`src/rtl/glyph_loader.sv`:
```
// Glyph RAM writer: unpacks framed 16x16 RGB glyph images from a byte stream into pixel writes.
// Optional trailing checksum byte enabled by defining GLYPH_LOADER_CKSUM_EN.
module glyph_loader #(
  parameter int unsigned ADDR_W    = 16,
  parameter int unsigned PIX_LOG2  = 8,
  parameter logic [7:0]  SYNC_BYTE = 8'hA5
) (
  input  logic              clk,
  input  logic              rst_n,
  input  logic [7:0]        in_data,
  input  logic              in_valid,
  output logic              in_ready,
  output logic              wr_en,
  output logic [ADDR_W-1:0] wr_addr,
  output logic [23:0]       wr_data,
  output logic              busy,
  output logic              done,
  output logic              err
);

  localparam int unsigned IdxW = ADDR_W - PIX_LOG2;

  typedef enum logic [2:0] {StIdle, StIndex, StPixel, StCksum, StDone} state_e;

  state_e              state_q, state_d;
  logic [IdxW-1:0]     index_q, index_d;
  logic [PIX_LOG2-1:0] pix_cnt_q, pix_cnt_d;
  logic [1:0]          byte_cnt_q, byte_cnt_d;
  logic [7:0]          r_q, r_d, g_q, g_d;
  logic                wr_en_q, wr_en_d;
  logic [ADDR_W-1:0]   wr_addr_q, wr_addr_d;
  logic [23:0]         wr_data_q, wr_data_d;
  logic                accept;

  assign in_ready = (state_q != StDone);
  assign accept   = in_valid && in_ready;

  always_comb begin
    state_d    = state_q;
    index_d    = index_q;
    pix_cnt_d  = pix_cnt_q;
    byte_cnt_d = byte_cnt_q;
    r_d        = r_q;
    g_d        = g_q;
    wr_en_d    = 1'b0;
    wr_addr_d  = wr_addr_q;
    wr_data_d  = wr_data_q;
    unique case (state_q)
      StIdle: begin
        if (accept && in_data == SYNC_BYTE) begin
          state_d    = StIndex;
          pix_cnt_d  = '0;
          byte_cnt_d = '0;
        end
      end
      StIndex: begin
        if (accept) begin
          // Index bits beyond the glyph field are dropped, not range-checked.
          index_d = IdxW'(in_data);
          state_d = StPixel;
        end
      end
      StPixel: begin
        if (accept) begin
          unique case (byte_cnt_q)
            2'd0: begin
              r_d        = in_data;
              byte_cnt_d = 2'd1;
            end
            2'd1: begin
              g_d        = in_data;
              byte_cnt_d = 2'd2;
            end
            default: begin
              byte_cnt_d = 2'd0;
              wr_en_d    = 1'b1;
              wr_addr_d  = {index_q, pix_cnt_q};
              wr_data_d  = {r_q, g_q, in_data};
              pix_cnt_d  = pix_cnt_q + 1'b1;
              if (pix_cnt_q == '1) begin
`ifdef GLYPH_LOADER_CKSUM_EN
                state_d = StCksum;
`else
                state_d = StDone;
`endif
              end
            end
          endcase
        end
      end
      StCksum: begin
        if (accept) begin
          state_d = StDone;
        end
      end
      StDone: begin
        state_d = StIdle;
      end
      default: begin
        state_d = StIdle;
      end
    endcase
  end

  always_ff @(posedge clk or negedge rst_n) begin
    if (!rst_n) begin
      state_q    <= StIdle;
      index_q    <= '0;
      pix_cnt_q  <= '0;
      byte_cnt_q <= '0;
      r_q        <= '0;
      g_q        <= '0;
      wr_en_q    <= 1'b0;
      wr_addr_q  <= '0;
      wr_data_q  <= '0;
    end else begin
      state_q    <= state_d;
      index_q    <= index_d;
      pix_cnt_q  <= pix_cnt_d;
      byte_cnt_q <= byte_cnt_d;
      r_q        <= r_d;
      g_q        <= g_d;
      wr_en_q    <= wr_en_d;
      wr_addr_q  <= wr_addr_d;
      wr_data_q  <= wr_data_d;
    end
  end

`ifdef GLYPH_LOADER_CKSUM_EN
  logic [7:0] sum_q, sum_d;
  logic       err_q, err_d;

  // Sum covers index and pixel bytes; the trailing byte must bring it to zero.
  always_comb begin
    sum_d = sum_q;
    err_d = err_q;
    if (accept) begin
      unique case (state_q)
        StIdle: begin
          if (in_data == SYNC_BYTE) begin
            sum_d = '0;
            err_d = 1'b0;
          end
        end
        StIndex, StPixel: sum_d = sum_q + in_data;
        StCksum: begin
          if ((sum_q + in_data) != 8'h00) begin
            err_d = 1'b1;
          end
        end
        default: ;
      endcase
    end
  end

  always_ff @(posedge clk or negedge rst_n) begin
    if (!rst_n) begin
      sum_q <= '0;
      err_q <= 1'b0;
    end else begin
      sum_q <= sum_d;
      err_q <= err_d;
    end
  end

  assign err = err_q;
`else
  assign err = 1'b0;
`endif

  assign wr_en   = wr_en_q;
  assign wr_addr = wr_addr_q;
  assign wr_data = wr_data_q;
  assign busy    = (state_q != StIdle);
  assign done    = (state_q == StDone) && !err;

endmodule

```
`config.mk`:
```
export PLATFORM = sky130hd
export DESIGN_NAME = glyph_loader
export DESIGN_NICKNAME = d
export VERILOG_FILES = /design/src/rtl/glyph_loader.sv
export SDC_FILE = /design/constraint.sdc
export NUM_CORES = 1
export LEC_CHECK = 0
export ABC_CLOCK_PERIOD_IN_PS = 1880
export BUFFER_PORTS_ARGS = -buffer_cell sky130_fd_sc_hd__buf_2
export CAP_MARGIN = 10
export CORE_ASPECT_RATIO = 1.75
export CORE_MARGIN = 8
export CORE_UTILIZATION = 55
export CTS_CLUSTER_SIZE = 12
export DETAILED_ROUTE_END_ITERATION = 8
export PLACE_DENSITY = 0.79
export SLEW_MARGIN = 15
export SYNTH_ARGS = -nofsm -noshare
export SYNTH_HDL_FRONTEND = slang
export SYNTH_SLANG_ARGS = --single-unit
export TNS_END_PERCENT = 1
```
`constraint.sdc`:
```
create_clock -name clk -period 1.88 [get_ports clk]
set_clock_uncertainty 0.05 [all_clocks]
set_input_delay 0.188 -clock clk [delete_from_list [all_inputs] [get_ports clk]]
set_output_delay 0.188 -clock clk [all_outputs]
set_load 0.03 [all_outputs]
```
==> flow_metrics.py, run 1 <==
metrics = {
    "run_status": {
        "status": "finished clean",
    },
    "die": {
        "core_area_sq_um": 5540,
        "row_count": 36,
        "start_util_pct": 56.6,
        "dieArea_sq_um": 8470,
        "die_h_microns": 116,
        "fp.dieW_microns": 73.1,
        "pin_count": 56,
    },
    "grt": {
        "grt_remaining_overflow": 0,
        "grtUsageTotal_pct": 17.7,
        "grt_max_degree": 49,
        "antenna_found_initial": 0,
        "grt_first_pass_wirelength_mm": 11.4,
        "grt_pass1_vias": 2445,
    },
    "job": {
        "drv_cap": 0,
    },
    "synth": {
        "netlist_area_sq_um": 3130,
        "seq_area_frac_synth_pct": 62.3,
        "yosysMostFrequentCell": "nand2_1",
        "synth-edff-count": 0,
        "ys_top_cells_by_area": "dfrtp_1, nand2_1, mux2_2",
        "syn_nets": 306,
        "synth_seq_cells": 78,
        "synth_top_area_share_pct": 62.3,
        "synth_warnings": 0,
        "synth_common_cells": "nand2_1, dfrtp_1, mux2_2",
        "postSynth.asyncResetShare_pct": 100,
        "ys.flop_type": "dfrtp_1",
        "synth_largest_area_cell": "dfrtp_1",
        "synth_area_per_cell_sq_um": 10.7,
        "synthDistinctLibCells": 29,
        "synth_cells": 294,
    },
    "drt": {
        "totalWireLength_mm": 6.79,
        "vias": 2302,
        "first_pass_iters": 4,
        "drt-initial-drc-count": 147,
        "drc": 0,
        "ant_nets": 0,
        "via_per_inst": 5.26,
        "wl_per_cell_microns": 15.5,
    },
    "timing": {
        "fin_crit_ns": 1.79,
        "slew_violations": 0,
        "period_share_pct": 95.5,
        "tightest_slew_ns": 0.599,
        "finalSetupViolCount": 0,
        "finalSetupTns_ns": 0,
        "timing.slew.headroom_pct": 60.1,
        "finalHoldViolations": 0,
        "max_freq_mhz": 557,
        "rsz0062_at_grt": "true",
    },
    "placed_design": {
        "gp_congestion": 0.952,
        "portBuffers": 54,
        "dp_cells": 422,
        "dp_hpwl_mm": 4.89,
    },
    "clock_network": {
        "clockBufferDepth": 2,
        "post-cts-setup-buffers": 0,
        "tritoncts": "done",
        "clock_sinks": 78,
        "clk_pin_slew_ns": 0.08,
        "clk_latency_ns": 0.35,
        "htreeDepth": 3,
        "numCtsBuffers": 9,
        "cts_root_buffer": "clkbuf_8",
    },
    "setup_path": {
        "crit_path_cell_trace": "ha_1, and3_1, and3_1, nand2_1, a2111oi_1",
        "r2r_setup_slack_ns": 0.09,
        "cp.required_ns": 2.05,
        "end_kind": "flip-flop",
        "worst_path_most_repeated_cell": "and3_1",
        "timing_worst_setup_path_type": "reg -> reg",
        "cp_data_arrival_time_ns": 1.97,
        "cp_slowest_cell": "dfrtp_1",
        "path_max_fanout": 6,
        "cpPeakStageDelay_ns": 0.45,
        "startpoint_type": "flip-flop",
    },
    "final_layout": {
        "antenna_cells": 0,
        "fillerInstances": 463,
        "finalNetCount": 370,
        "seq_area_sq_um": 1950,
        "layout-drive-gt1-share_pct": 30.4,
        "area_delta_synth_final_pct": 18.8,
        "finalNonFillerCells": 438,
        "multi_input_area_sq_um": 1110,
    },
    "hold_path": {
        "hold_path.class": "in -> reg",
    },
    "pwr": {
        "p_leak_nw": 2.03,
        "vdd_drop_max_mv": 1.09,
        "p_per_area_nw_per_um2": 1530,
    },
}
## kinds of logic (layout without fill, tap and decap cells)
logic type / count (synthesis) / after routing / synth area share [%]
flip-flops: 78 / 78 / 62.3
multiplexers: 24 / 24 / 8.62
buffers and inverters: 16 / 84 / 2.51
AND/OR/NAND/NOR: 149 / 149 / 20.8
adder cells (fa/ha/maj): 1 / 1 / 0.399
other: 1 / 1 / 0.120
AO/OA/AOI/OAI: 25 / 25 / 5.27
## cell type report
type	count	share of cell area, %
Multi-Input combinational cell	200	29.8
Tap cell	76	2.55
Inverter	4	0.403
Timing Repair Buffer	65	9.81
Clock buffer	13	4.54
Clock inverter	2	0.437
Sequential cell	78	52.4
## metrics by stage
step	hold slack [ns]	cell area (sq um)	setup slack, ns	power [W]	utilization (%)
2_1_floorplan	-0.158	3130	0.211	0.00393	-
3_3_place_gp	0.181	3520	0.133	0.00449	63.5
3_5_place_dp	0.187	3520	0.0977	0.00457	63.5
4_1_cts	0.0396	3710	0.0654	0.00575	67.1
5_1_grt	0.0557	3720	-0.0136	0.00602	67.2
6_report	0.0504	3720	0.0852	0.00569	67.2
## power breakdown
part	switching, W	internal (W)	total [W]
Clock	0.000581	0.000584	0.00116
Combinational	0.00128	0.000676	0.00195
Sequential	0.000352	0.00222	0.00258
Total	0.00221	0.00348	0.00569
## path summary, 6_finish.rpt
check	startpoint	to	cells after the start
min in group asynchronous	rst_n	pix_cnt_q[4]	2
max in group asynchronous	rst_n	state_q[0]	3
max	pix_cnt_q[0]	state_q[2]	5
min reg2reg	r_q[2]	wr_data[18]	2
min	in_data[7]	wr_data[7]	3
max reg2reg	pix_cnt_q[0]	state_q[2]	5
## sequential cells by signal, summed over array words and instances, names as in the netlist
name        flops
state_q         3
index_q         8
wr_addr        16
wr_data        24
r_q             8
wr_en           1
pix_cnt_q       8
byte_cnt_q      2
g_q             8
## cells in the final DEF (no fill, tap or decap), types with 2 or more instances in the layout
master and n:
buf_6 2, nor2_1 5, inv_1 3, buf_2 53, o21ai_0 4, buf_4 9
and3_1 3, dfrtp_1 78, nand4_1 2, a31oi_1 6, mux2_2 24, a21o_1 3
nand2b_1 4, nor4bb_1 2, clkbuf_8 12, a21oi_1 7, nand2_1 127
## metal layers
layer	track usage (%)	routed length (microns)	up-vias	part of all wire, %
met5	0	0	-	0
met4	10.2	120	0	1.8
met3	4.07	247	12	3.6
met2	30.7	3780	56	56
met1	19.0	2640	1149	39
li1	-	-	1085	-
## critical path, delay by kind of cell (launching register included)
family	cells	cell delay (ns)
AO/OA/AOI/OAI	1	0.42
AND/OR/NAND/NOR	3	0.52
adder cells (fa/ha/maj)	1	0.23
flip-flops	1	0.45
## timing repair
item	CTS	global route
hold endpoints to repair	46	0
setup endpoints to repair	0	8
gates resized for setup	0	3
hold buffers	1	0
Note: power is estimated with default switching activity, not from simulation.
==> run 2: changes to the inputs <==
--- a/config.mk
+++ b/config.mk
@@ -8,12 +8,15 @@
 export ABC_CLOCK_PERIOD_IN_PS = 1880
 export BUFFER_PORTS_ARGS = -buffer_cell sky130_fd_sc_hd__buf_2
 export CAP_MARGIN = 10
+export CELL_PAD_IN_SITES_DETAIL_PLACEMENT = 1
+export CELL_PAD_IN_SITES_GLOBAL_PLACEMENT = 1
 export CORE_ASPECT_RATIO = 1.75
 export CORE_MARGIN = 8
-export CORE_UTILIZATION = 55
+export CORE_UTILIZATION = 43
+export CTS_BUF_LIST = sky130_fd_sc_hd__clkbuf_16
 export CTS_CLUSTER_SIZE = 12
 export DETAILED_ROUTE_END_ITERATION = 8
-export PLACE_DENSITY = 0.79
+export PLACE_DENSITY_LB_ADDON = 0.1
 export SLEW_MARGIN = 15
 export SYNTH_ARGS = -nofsm -noshare
 export SYNTH_HDL_FRONTEND = slang
==> flow_metrics.py, run 2 (synthesis results as in run 1) <==
metrics = {
    "grt": {
        "grtUsageTotal_pct": 16.6,
        "grt_remaining_overflow": 0,
        "grt_pass1_vias": 2600,
        "antenna_found_initial": 0,
        "grt_first_pass_wirelength_mm": 13.1,
        "grt_max_degree": 42,
    },
    "clock_network": {
        "clk_latency_ns": 0.33,
        "clock_sinks": 78,
        "tritoncts": "done",
        "htreeDepth": 3,
        "numCtsBuffers": 9,
        "clk_pin_slew_ns": 0.06,
        "post-cts-setup-buffers": 0,
        "cts_root_buffer": "clkbuf_16",
        "clockBufferDepth": 2,
    },
    "final_layout": {
        "largest_reg_flops": 24,
        "finalNonFillerCells": 447,
        "area_delta_synth_final_pct": 21.4,
        "layout-drive-gt1-share_pct": 29.6,
        "fillerInstances": 804,
        "layout_commonest_cell": "nand2_1",
        "layout_common_cells": "nand2_1, dfrtp_1, buf_2",
        "antenna_cells": 0,
        "multi_input_area_sq_um": 1120,
        "finalNetCount": 369,
        "seq_area_sq_um": 1950,
        "final_util_pct": 53.4,
    },
    "timing": {
        "max_freq_mhz": 567,
        "finalHoldViolations": 0,
        "tightest_slew_ns": 0.563,
        "holdWs_ns": 0.0759,
        "rsz0062_at_grt": "true",
        "fin_crit_ns": 1.76,
        "slew_violations": 0,
        "period_share_pct": 93.8,
        "timing.slew.headroom_pct": 62.4,
        "finalSetupViolCount": 0,
    },
    "setup_path": {
        "crit_path_cell_trace": "ha_1, and3_1, and3_1, nand2_1, a2111oi_2",
        "worst_path_most_repeated_cell": "and3_1",
        "cp.required_ns": 2.03,
        "regToRegStartpoint": "pix_cnt_q[0]",
        "cp_data_arrival_time_ns": 1.92,
        "cpPeakStageDelay_ns": 0.42,
        "r2r_setup_slack_ns": 0.12,
        "end_kind": "flip-flop",
        "cp_num_buf_inv": 0,
        "timing.rr.end": "state_q[2]",
        "timing_worst_setup_path_type": "reg -> reg",
        "rr_worst_depth": 5,
        "critPathTopFamily": "simple AND/OR/NAND/NOR gates",
        "cp_slowest_cell": "dfrtp_1",
        "startpoint_type": "flip-flop",
        "startpoint": "pix_cnt_q[0]",
        "path_max_fanout": 6,
    },
    "drt": {
        "ant_nets": 0,
        "drt-initial-drc-count": 71,
        "totalWireLength_mm": 7.84,
        "wl_per_cell_microns": 17.5,
        "first_pass_iters": 4,
        "via_per_inst": 5.20,
        "drc": 0,
        "vias": 2325,
    },
    "die": {
        "start_util_pct": 44.0,
        "core_area_sq_um": 7130,
        "fp.dieW_microns": 80.5,
        "die_h_microns": 129,
        "pin_count": 56,
        "row_count": 41,
        "dieArea_sq_um": 10400,
    },
    "pwr": {
        "power_w": 0.00602,
        "vdd_drop_max_mv": 0.855,
        "p_leak_nw": 2.07,
        "p_per_area_nw_per_um2": 1580,
    },
    "run_status": {
        "status": "finished clean",
    },
    "job": {
        "drv_cap": 0,
    },
    "hold_path": {
        "hold_path.class": "in -> reg",
        "hold_start": "in_data[7]",
        "min_to": "wr_data[7]",
        "hold_depth": 3,
    },
    "placed_design": {
        "dp_hpwl_mm": 5.43,
        "gp_congestion": 0.800,
        "portBuffers": 54,
        "dp_cells": 431,
    },
}
## run 2: cell types whose count changed in the layout (fill, tap and decap cells not counted), sizes merged
cell      delta
clkinvlp     -1
buf          -1
clkinv       +2
inv          +3
clkbuf       -4
## run 2: worst max-delay path by stage
stage | slack (ns) | end | cells after the start
after floorplan | 0.21 | r_q[0] | 4
after global placement | 0.22 | r_q[7] | 5
after detailed placement | -0.002 | state_q[2] | 5
after CTS | 0.04 | state_q[2] | 5
after global routing | 0.001 | wr_addr[11] | 6
final | 0.12 | state_q[2] | 5
## run 2: final cells by class
type | count | area share, %
clock buffers | 9 | 5.92
flip-flops and latches | 78 | 51.3
clock inverters | 6 | 0.625
repair buffers | 64 | 9.54
well taps | 86 | 2.83
inverters | 4 | 0.395
multi-input cells | 200 | 29.4
## run 2: per-stage QoR
| step | setup WS [ns] | area (sq um) | setup TNS [ns] |
|---|---|---|---|
| 2_1_floorplan | 0.211 | 3130 | 0 |
| 3_3_place_gp | 0.216 | 3540 | 0 |
| 3_5_place_dp | -0.00160 | 3540 | -0.00160 |
| 4_1_cts | 0.0419 | 3800 | 0 |
| 5_1_grt | 0.00111 | 3800 | 0 |
| 6_report | 0.117 | 3800 | 0 |
## run 2: power by group
group | switching (W) | internal, W | total, W | leakage, nW
combinational | 0.00128 | 0.000668 | 0.00195 | 0.942
clock | 0.000628 | 0.000859 | 0.00149 | 0.134
sequential | 0.000354 | 0.00223 | 0.00258 | 0.998
## run 2: metal layers
metal | vias up | wire (microns) | global-route usage (%) | part of all wire [%]
met5 | - | 0 | 0 | 0
met4 | 0 | 212 | 10.5 | 2.7
met3 | 15 | 237 | 2.72 | 3.0
met2 | 42 | 4310 | 28.6 | 55
met1 | 1175 | 3080 | 18.2 | 39
li1 | 1093 | - | - | -
## run 2: timing repair
| item | in CTS | in global routing |
|---|---|---|
| setup endpoints to repair | 1 | 1 |
| hold buffers | 1 | 0 |
| resized for setup | 1 | 2 |
| endpoints found under the hold margin | 40 | 0 |
## run 2: worst reg2reg max path: cells and delay by family (launching register included)
kind	cells	cell delay, ns
AOI/OAI and AO/OA	1	0.42
DFF	1	0.42
adders and majority gates	1	0.20
and+or+nand+nor	3	0.55
